--- src/rtl/seq_mult32_wb.sv ---
// Iterative shift-add multiplier (unsigned or two's complement) that writes one
// 32-bit half of the 64-bit product back through a register-file write port.
module seq_mult32_wb #(
   parameter int WIDTH = 32,
   parameter int SEL_W = 5,
   parameter int CNT_W = 6
) (
   input  logic             clk,
   input  logic             reset,
   input  logic             start,
   input  logic [WIDTH-1:0] a,
   input  logic [WIDTH-1:0] b,
   input  logic [SEL_W-1:0] dest,
   input  logic             hi_sel,
   input  logic             signed_en,
   output logic             busy,
   output logic             done,
   output logic [WIDTH-1:0] d,
   output logic [SEL_W-1:0] w_sel,
   output logic             w_en
);

   typedef enum logic [1:0] {IDLE, RUN, WB} state_t;

   state_t             state_q, state_n;
   logic [CNT_W-1:0]   cnt_q, cnt_n;
   logic [WIDTH-1:0]   mcand_q, mcand_n;
   logic [WIDTH-1:0]   mplier_q, mplier_n;
   logic [2*WIDTH-1:0] acc_q, acc_n;
   logic               sign_q, sign_n;
   logic               hi_q, hi_n;
   logic [SEL_W-1:0]   dest_q, dest_n;
   logic               busy_q, busy_n;
   logic               done_q, done_n;
   logic               wen_q, wen_n;
   logic [WIDTH-1:0]   wdata_q, wdata_n;
   logic [SEL_W-1:0]   wsel_q, wsel_n;

   logic [WIDTH:0]     sum;
   logic [2*WIDTH-1:0] res;
   logic [WIDTH-1:0]   a_mag, b_mag;

   assign busy  = busy_q;
   assign done  = done_q;
   assign w_en  = wen_q;
   assign d     = wdata_q;
   assign w_sel = wsel_q;

   always_ff @(posedge clk or posedge reset) begin
      if (reset) begin
         state_q  <= IDLE;
         cnt_q    <= '0;
         mcand_q  <= '0;
         mplier_q <= '0;
         acc_q    <= '0;
         sign_q   <= 1'b0;
         hi_q     <= 1'b0;
         dest_q   <= '0;
         busy_q   <= 1'b0;
         done_q   <= 1'b0;
         wen_q    <= 1'b0;
         wdata_q  <= '0;
         wsel_q   <= '0;
      end else begin
         state_q  <= state_n;
         cnt_q    <= cnt_n;
         mcand_q  <= mcand_n;
         mplier_q <= mplier_n;
         acc_q    <= acc_n;
         sign_q   <= sign_n;
         hi_q     <= hi_n;
         dest_q   <= dest_n;
         busy_q   <= busy_n;
         done_q   <= done_n;
         wen_q    <= wen_n;
         wdata_q  <= wdata_n;
         wsel_q   <= wsel_n;
      end
   end

   always_comb begin
      state_n  = state_q;
      cnt_n    = cnt_q;
      mcand_n  = mcand_q;
      mplier_n = mplier_q;
      acc_n    = acc_q;
      sign_n   = sign_q;
      hi_n     = hi_q;
      dest_n   = dest_q;
      busy_n   = busy_q;
      done_n   = 1'b0;
      wen_n    = 1'b0;
      wdata_n  = wdata_q;
      wsel_n   = wsel_q;

      // Magnitudes: 0x80000000 negates to itself, which is the correct unsigned magnitude.
      a_mag = (signed_en && a[WIDTH-1]) ? (~a + 1'b1) : a;
      b_mag = (signed_en && b[WIDTH-1]) ? (~b + 1'b1) : b;
      sum   = {1'b0, acc_q[2*WIDTH-1:WIDTH]} + (mplier_q[0] ? {1'b0, mcand_q} : '0);
      res   = sign_q ? (~acc_q + 1'b1) : acc_q;

      case (state_q)
         IDLE: begin
            if (start) begin
               mcand_n  = a_mag;
               mplier_n = b_mag;
               sign_n   = signed_en & (a[WIDTH-1] ^ b[WIDTH-1]);
               hi_n     = hi_sel;
               dest_n   = dest;
               acc_n    = '0;
               cnt_n    = '0;
               busy_n   = 1'b1;
               state_n  = RUN;
            end
         end
         RUN: begin
            // Carry, accumulator and multiplier form one right-shifting chain.
            acc_n    = {sum, acc_q[WIDTH-1:1]};
            mplier_n = {acc_q[0], mplier_q[WIDTH-1:1]};
            cnt_n    = cnt_q + 1'b1;
            if (cnt_q == CNT_W'(WIDTH - 1))
               state_n = WB;
         end
         WB: begin
            wdata_n = hi_q ? res[2*WIDTH-1:WIDTH] : res[WIDTH-1:0];
            wsel_n  = dest_q;
            wen_n   = 1'b1;
            done_n  = 1'b1;
            busy_n  = 1'b0;
            state_n = IDLE;
         end
         default: state_n = IDLE;
      endcase
   end

endmodule

--- config.mk ---
export PLATFORM = sky130hd
export DESIGN_NAME = seq_mult32_wb
export DESIGN_NICKNAME = d
export VERILOG_FILES = /design/src/rtl/seq_mult32_wb.sv
export SDC_FILE = /design/constraint.sdc
export NUM_CORES = 1
export LEC_CHECK = 0
export CORE_UTILIZATION = 50
export CTS_CLUSTER_DIAMETER = 100
export CTS_CLUSTER_SIZE = 28
export DETAILED_ROUTE_END_ITERATION = 7
export PLACE_DENSITY = 0.78
export SYNTH_ARGS = -nofsm -noshare
export SYNTH_HDL_FRONTEND = slang
export SYNTH_SLANG_ARGS = --single-unit
--- constraint.sdc ---
create_clock -name clk -period 6 [get_ports clk]
set_input_delay 0.9 -clock clk [delete_from_list [all_inputs] [get_ports clk]]
set_output_delay 0.9 -clock clk [all_outputs]
set_load 0.005 [all_outputs]
; After elaboration in Yosys (flattened, before gate mapping)
; Index checks and enable logic that the tools add are counted.
[op_classes]
addsub = 5
eq_ne = 5
mux = 17
bitwise = 5
reduce_logical = 9
[ops]
columns = operator, count
row1 = 2-to-1 mux 32 bit, 5
row2 = 2-to-1 mux 64 bit, 2
row3 = case mux 64 bit (2 select lines), 1
row4 = "adder 32 x 1 -> 32 bit, second input constant", 2
row5 = "adder 64 x 1 -> 64 bit, second input constant", 1
row6 = NOT 32 bit, 2
row7 = NOT 64 bit, 1
row8 = case mux 32 bit (2 select lines), 1
row9 = adder 32 x 32 -> 33 bit, 1
row10 = case mux 6 bit (2 select lines), 1
row11 = AND reduction 2 bit, 4
row12 = "adder 6 x 1 -> 6 bit, second input constant", 1
row13 = "== test 6 x 5 -> 1 bit, second input constant", 1
row14 = 2-to-1 mux 6 bit, 1
row15 = 2-to-1 mux 2 bit, 2
row16 = "inequality test 2 bit, second input constant", 2
row17 = case mux 2 bit (2 select lines), 1
row18 = nonzero test 2 bit, 2
row19 = "== test 2 x 1 -> 1 bit, second input constant", 1
row20 = "== test 2 bit, second input constant", 1
row21 = logical AND 1 bit, 2
row22 = logical NOT 2 bit, 1
row23 = 2-to-1 mux 1 bit, 2
row24 = case mux 1 bit (2 select lines), 1
row25 = other kinds (2), 2
[totals]
reg_bits = 182
inputBits = 74
out_inout_bits = 40
elab_cells = 53

; Logic depth before layout (Yosys ltp)
; Gate-level depths: netlist of the first run.
[logic_depth]
depth_word = 5
ltp_mapped = 12
mapped_depth_nobuf = 11

; Worst setup path after synthesis of the first run
; OpenSTA, ideal clock, no wires.
[synth_timing]
path_type = input to register
from = input port b[10]
to = register mplier_q[26]
setup_ns = 0.137
arrival_ns = 2.950
t_required_ns = 5.863
setup_slack_ns = 2.913
path_stages = 7
path_buffers = 0
cell_sequence = or3_1 > or4_1 > or4_1 > nor3_1 > a21oi_1 > xnor2_1 > a21oi_1
[synth_via]
elab_chain_len = 5
[synth_lines]
columns = item, line
row1 = "start, declared", 12  ; input logic [WIDTH-1:0] b,
row2 = NOT 32 bit, 98  ; b_mag = (signed_en && b[WIDTH-1]) ? (~b + 1'b1) : b;
row3 = adder 32 x 1 -> 32 bit, 98
row4 = 2-to-1 mux 32 bit, 98
row5 = 2-to-1 mux 32 bit, 104  ; if (start) begin
row6 = case mux 32 bit (2 select lines), 102  ; case (state_q)
row7 = "end signal, assigned", 68  ; mplier_q <= mplier_n;
row8 = "end, declared", 28  ; logic [WIDTH-1:0] mplier_q, mplier_n;
; Every way passes these cells. The select of a mux whose other input is x is not followed.
; A chain may end at the register's enable or synchronous reset.

; Worst setup path in the final report of the first run
[layout_timing]
from = register mplier_q[0]
to = register acc_q[55]
[layout_via]
elab_chain_len = 3
[layout_lines]
columns = item, line
row1 = 2-to-1 mux 32 bit, 99  ; sum = {1'b0, acc_q[2*WIDTH-1:WIDTH]} + (mplier_q[0] ? {1'b0, mcand_q} : '0);
row2 = adder 32 x 32 -> 33 bit, 99
row3 = case mux 64 bit (2 select lines), 102
row4 = "end signal, assigned", 69  ; acc_q <= acc_n;
row5 = "end, declared", 29  ; logic [2*WIDTH-1:0] acc_q, acc_n;
; Every way passes these cells.

==> results of run 1 <==
## Yosys cell counts, drive strengths merged, types with 11 or more instances
| master | n | area share, % |
|---|---|---|
| or3 | 30 | 1.6 |
| o31ai | 23 | 1.5 |
| o22ai | 28 | 1.5 |
| a22oi | 32 | 2.0 |
| nand4 | 14 | 0.74 |
| ha | 36 | 3.8 |
| inv | 32 | 1.0 |
| nor4 | 16 | 1.1 |
| and2 | 40 | 2.1 |
| a31oi | 19 | 1.0 |
| xnor2 | 78 | 5.8 |
| nand2 | 172 | 5.5 |
| xor2 | 56 | 4.2 |
| clkbuf | 71 | 2.3 |
| nor3 | 26 | 1.1 |
| dfrtp | 182 | 39 |
| nor2 | 79 | 2.5 |
| a22o | 28 | 2.1 |
| a21oi | 78 | 3.3 |
| or4 | 18 | 1.2 |
| nand2b | 12 | 0.64 |
| nand3 | 18 | 0.81 |
| o21ai | 149 | 6.3 |
| a21o | 16 | 1.0 |
| mux2i | 11 | 0.94 |
## tightest hold or removal path, delay by kind of cell, from the launching register on
family | cells | cell delay, ns
simple gates | 2 | 0.10
flops | 1 | 0.34
## power by group
part           switching, mW  total, mW  internal [mW]
Sequential             0.433       1.98           1.54
Clock                  0.512       1.20          0.686
Combinational           1.32       2.26          0.949
Total                   2.26       5.44           3.18
## logic make-up (layout without fill, tap and decap cells)
logic type / Yosys count / in the layout
AND/OR/NAND/NOR: 451 / 451
AO/OA/AOI/OAI: 437 / 437
flip-flops: 182 / 182
XOR/XNOR: 134 / 134
buffers and inverters: 113 / 185
adder cells (fa/ha/maj): 37 / 37
multiplexers: 11 / 11
## flip-flops by register name, summed over array words and instances, names as in the netlist
register / count
busy: 1
acc_q: 64
mplier_q: 32
d: 32
mcand_q: 32
w_en: 1
hi_q: 1
cnt_q: 6
sign_q: 1
dest_q: 5
w_sel: 5
state_q: 2
## worst min path at each step
stage / from / endpoint / slack (ns) / depth (start not counted)
final: dest_q[3] / w_sel[3] / 0.47 / 2
after global routing: d[4] / d[4] / 0.49 / 1
after CTS: dest_q[3] / w_sel[3] / 0.47 / 2
after detailed placement: dest_q[3] / w_sel[3] / 0.46 / 2
after global placement: dest_q[2] / w_sel[2] / 0.45 / 2
after floorplan: mcand_q[31] / mcand_q[31] / 0.44 / 2
## through the flow
step | cell area [um2] | power (mW) | std cells
2_1_floorplan | 11800 | 3.57 | 1365
3_3_place_gp | 13100 | 4.14 | 1719
3_5_place_dp | 13100 | 4.20 | 1719
4_1_cts | 13700 | 5.40 | 1750
5_1_grt | 13700 | 5.78 | 1750
6_report | 13700 | 5.44 | 1750
## area by class of cell
class | count | share of cell area (%)
clock inverter | 11 | 1.22
multi-input combinational | 1070 | 49.6
sequential | 182 | 33.3
clock buffer | 20 | 3.33
tap | 313 | 2.86
inverter | 32 | 0.914
timing repair buffer | 122 | 8.84
## metal layers
metal,wire (um),vias up,track usage [%]
met4,480,0,7.61
met2,14600,380,42.6
met3,2020,38,3.12
li1,-,5083,-
met5,0,-,0
met1,14100,5200,37.2
==> out/qor.txt, run 1 <==
FILL cells = 2,072
CTS H-tree lvls = 4
Number of global-route vias before repair = 9,985
Layout cells sized above 1 = 3.90%
Worst setup margin = 2.39 ns
DRT Pass-1 Iters = 5
CP Capture Point = acc_q[55]
Yosys cell types = 67
Achievable frequency = 277 MHz
Count of maximum capacitance violations = 0
Finished Core Util = 59.9%
# diodes = 0
CTS buffer count = 17
# clock sinks = 182
WP data required = 6.32 ns
Worst setup startpoint = mplier_q[0]
Drt total wl = 31.2 mm
IO Port Bufs = 113
Max clock buf depth = 2
WS Path Type = reg -> reg
Setup violations, final = 0
Most common cell after layout, fill and taps aside = dfrtp_1
I/O pin count = 114
Ys async rst share = 100%
Yosys warning count = 0
# rows = 55
DRT iter0 DRCs = 907
Relative slew slack = 24.6%
Pwr/cell area = 397 mW/mm2
Register Area = 0.00455 mm2
Total gr overflow = 0
Area of the mapped netlist = 0.0118 mm2
Most frequent cells in the layout = dfrtp_1, nand2_1, o21ai_0
Worst endpoint data arrival time = 3.93 ns
Crit share post-route = 60.2%
Synthesized instance count = 1,365
Post-Place Worst Slack = 2.08 ns
Synth Area in Compound Gates = 23.6%
Routability cong. = 0.966
Via Count = 10,700
Kind of cell adding the most delay to the critical path = compound AO/OA/AOI/OAI gates
Worst-path clk slew = 0.07 ns
Die area = 0.0241 mm2
Starting Density = 51.5%
Final hold violation count = 0
Syn Nets = 1,476
Avg Synthesized Cell Area = 8.61 um2
Core ar. = 0.0228 mm2
Worst Max-Slew Pin Slew = 1.12 ns
# DRC = 0
Adder-cell share of the synthesized area = 4.00%
DR WL/cell = 17.8 um
Worst-path cell chain = and2_1, ha_1, inv_1, fa_1, nor2b_1, o2111ai_1, a21oi_1, a311oi_1, o21ai_0, a211oi_1, a221o_1
Cell depth of the worst setup path = 11
Clock root buffer = clkbuf_16
Skew final = 0.0134 ns
Worst-Skew Late Latency = 0.44 ns
Run status = finished clean
Fraction of synthesized cell area in xor and xnor cells = 9.98%
Largest net degree at the start of global routing = 108
Max incr delay on CP = 0.86 ns
Largest family of logic cells by synthesized area = compound AO/OA/AOI/OAI gates
Min Hold Slack = 0.470 ns
HPWL Detailed = 22.3 mm
Post-synth EDFFs = 0
Final Slew Violations = 0
Simple-Gate Fraction of Synth Area = 19.0%
Seq cells post-synth = 182
CTS tree = done
Height of the die = 155 um
Type of the worst min-delay path = reg -> reg
Layout Nets = 1,536
CP Buf/Inv Count = 1
Antenna Violating Nets Remaining = 0
Hold bufs inserted after CTS = 0
Reg2reg path depth = 11
Horiz. Die Dim = 155 um
CP startpoint kind = flop
First-pass GRT wire length = 51.0 mm
Ys flop type = dfrtp_1
Area growth from synthesis to layout = 16.5%
Post-CTS setup buffer count = 0
Mux cell area share after synthesis = 0.936%
Worst path slowest cell = dfrtp_1
Multi-input gate area = 0.00679 mm2
Crit-path max FO = 34
Vias per std cell = 6.11
Max IR drop VDD = 0.167 mV
TNS Setup = 0 ns
PostCTS Resize Cnt = 0
Initial antenna violation count = 0
GRT Total Usage = 26.4%
Register area share after synthesis = 38.7%
Fin crit period = 3.61 ns
R2R Setup Slk = 2.39 ns
Reg2reg start = mplier_q[0]
Crit end category = flop
LEAKAGE = 5.74 nW
RSZ-0062 raised after global routing = no
RR Endpoint = acc_q[55]
Note: power is estimated with default switching activity, not from simulation.
==> run 2, diff against run 1 <==
==> constraint.sdc (replaced) <==
create_clock -name clk -period 3.15 [get_ports clk]
set_input_delay 0.4725 -clock clk [delete_from_list [all_inputs] [get_ports clk]]
set_output_delay 0.4725 -clock clk [all_outputs]
set_load 0.005 [all_outputs]
==> run 2 against run 1 <==
  * Non-clock buffer count increased by 46
  * Critical path depth decreased by 1
  * Register-to-register slack got worse by 2.3 ns
  * Global-route usage increased by 1.1 points
  * Sequential power increased by 84%
  * Clock power increased by 77%
  * Hold slack got worse by 0.0032 ns
  * Clock-buffer cell count increased by 3
  * Power increased by 94%
  * Die area unchanged
  * Clock skew decreased by 0.0039 ns
  * First-iteration DRC count increased by 14%
  * Largest cell class unchanged
  * Largest power group unchanged
==> out/qor.txt, run 2 (synthesized netlist as in run 1, its figures left out) <==
Run status = finished clean
Largest net degree at the start of global routing = 62
Crit-path max FO = 17
GRT Total Usage = 27.5%
I/O pin count = 114
Type of the worst min-delay path = reg -> reg
Final Slew Violations = 0
Largest register FFs = 64
CTS H-tree lvls = 4
Hold bufs inserted after CTS = 0
CTS tree = done
Height of the die = 155 um
Setup violations, final = 0
Placed Cells incl. Taps = 1,765
Antenna Violating Nets Remaining = 0
# diodes = 0
IO Port Bufs = 113
Layout Nets = 1,582
Drt total wl = 32.2 mm
Core ar. = 0.0228 mm2
Crit share post-route = 98.7%
Pwr/cell area = 752 mW/mm2
TNS Setup = 0 ns
FILL cells = 2,003
Via Count = 10,900
DR WL/cell = 17.9 um
Crit end category = flop
Layout cells sized above 1 = 7.28%
CTS buffer count = 17
Achievable frequency = 322 MHz
Clock root buffer = clkbuf_16
Total gr overflow = 0
Final cell count without fillers = 1,797
Number of global-route vias before repair = 10,300
Most frequent cells in the layout = dfrtp_1, nand2_1, o21ai_0
Routability cong. = 0.984
Worst-Skew Late Latency = 0.44 ns
Die area = 0.0241 mm2
Final hold violation count = 0
Starting Density = 51.5%
Worst-path clk slew = 0.07 ns
CP startpoint kind = flop
Worst Max-Slew Pin Slew = 1.15 ns
WS Path Type = reg -> reg
First-pass GRT wire length = 52.9 mm
Vias per std cell = 6.07
# clock sinks = 182
DRT Pass-1 Iters = 6
Skew final = 0.00948 ns
HPWL Detailed = 23.6 mm
Count of maximum capacitance violations = 0
Most common cell after layout, fill and taps aside = dfrtp_1
LEAKAGE = 5.97 nW
Fin crit period = 3.11 ns
# DRC = 0
Max clock buf depth = 2
Total Power = 10.6 mW
Relative slew slack = 22.9%
WP data required = 3.47 ns
DRT iter0 DRCs = 1,030
Reg with most FFs = acc_q
Max IR drop VDD = 0.420 mV
Initial antenna violation count = 0
Area growth from synthesis to layout = 19.5%
# rows = 55
Worst endpoint data arrival time = 3.43 ns
Horiz. Die Dim = 155 um
run 2: final cells by class:
type | instances | area [um2] | share of cell area (%)
Multi-Input combinational cell | 1070 | 6820 | 48.5
Clock inverter | 9 | 91.3 | 0.650
Sequential cell | 182 | 4550 | 32.4
Inverter | 32 | 124 | 0.881
Clock buffer | 23 | 488 | 3.47
Timing Repair Buffer | 168 | 1580 | 11.3
Tap cell | 313 | 392 | 2.79
run 2: worst paths after layout:
check	to	from	slack (ns)	cells after the start
min	w_sel[2]	dest_q[2]	0.47	2
min in group asynchronous	w_en	reset	0.57	2
max reg2reg	acc_q[55]	mplier_q[0]	0.04	10
max in group asynchronous	mplier_q[16]	reset	1.80	3
max	acc_q[55]	mplier_q[0]	0.04	10
min reg2reg	w_sel[2]	dest_q[2]	0.47	2
run 2: timing repair:
item | CTS | global route
gates resized for setup | 0 | 8
setup endpoints to repair | 0 | 9
setup buffers | 0 | 0
run 2: through the flow:
step | utilization (%) | instance area [um2] | setup slack (ns) | hold slack [ns]
6_report | 61.5 | 14100 | 0.0414 | 0.467
3_5_place_dp | 58.8 | 13400 | 0.0750 | 0.449
4_1_cts | 61.4 | 14000 | 0.0188 | 0.468
3_3_place_gp | 58.8 | 13400 | 0.103 | 0.447
2_1_floorplan | - | 11800 | 0.326 | 0.438
5_1_grt | 61.5 | 14100 | -0.0215 | 0.488
run 2: worst max-delay path, stage by stage, from the launching register on:
cell,delay [ns]
dfrtp_1,0.41
buf_4,0.19
buf_4,0.19
and2_1,0.15
ha_1,0.38
a21oi_1,0.26
o21ai_0,0.21
a221oi_1,0.50
o21ai_2,0.19
a21o_1,0.22
a221o_1,0.30
run 2: where the power goes:
group	total, mW	internal (mW)	switching (mW)
combinational	4.81	2.03	2.77
sequential	3.64	2.94	0.701
clock	2.12	1.18	0.938
run 2: per-layer routing:
layer	up-vias	wire, um	part of all wire, %	track usage [%]
li1	5194	-	-	-
met1	5173	14300	44	38.6
met2	473	14800	46	43.5
met3	64	2380	7.4	3.73
met4	0	699	2.2	9.43
met5	-	0	0	0
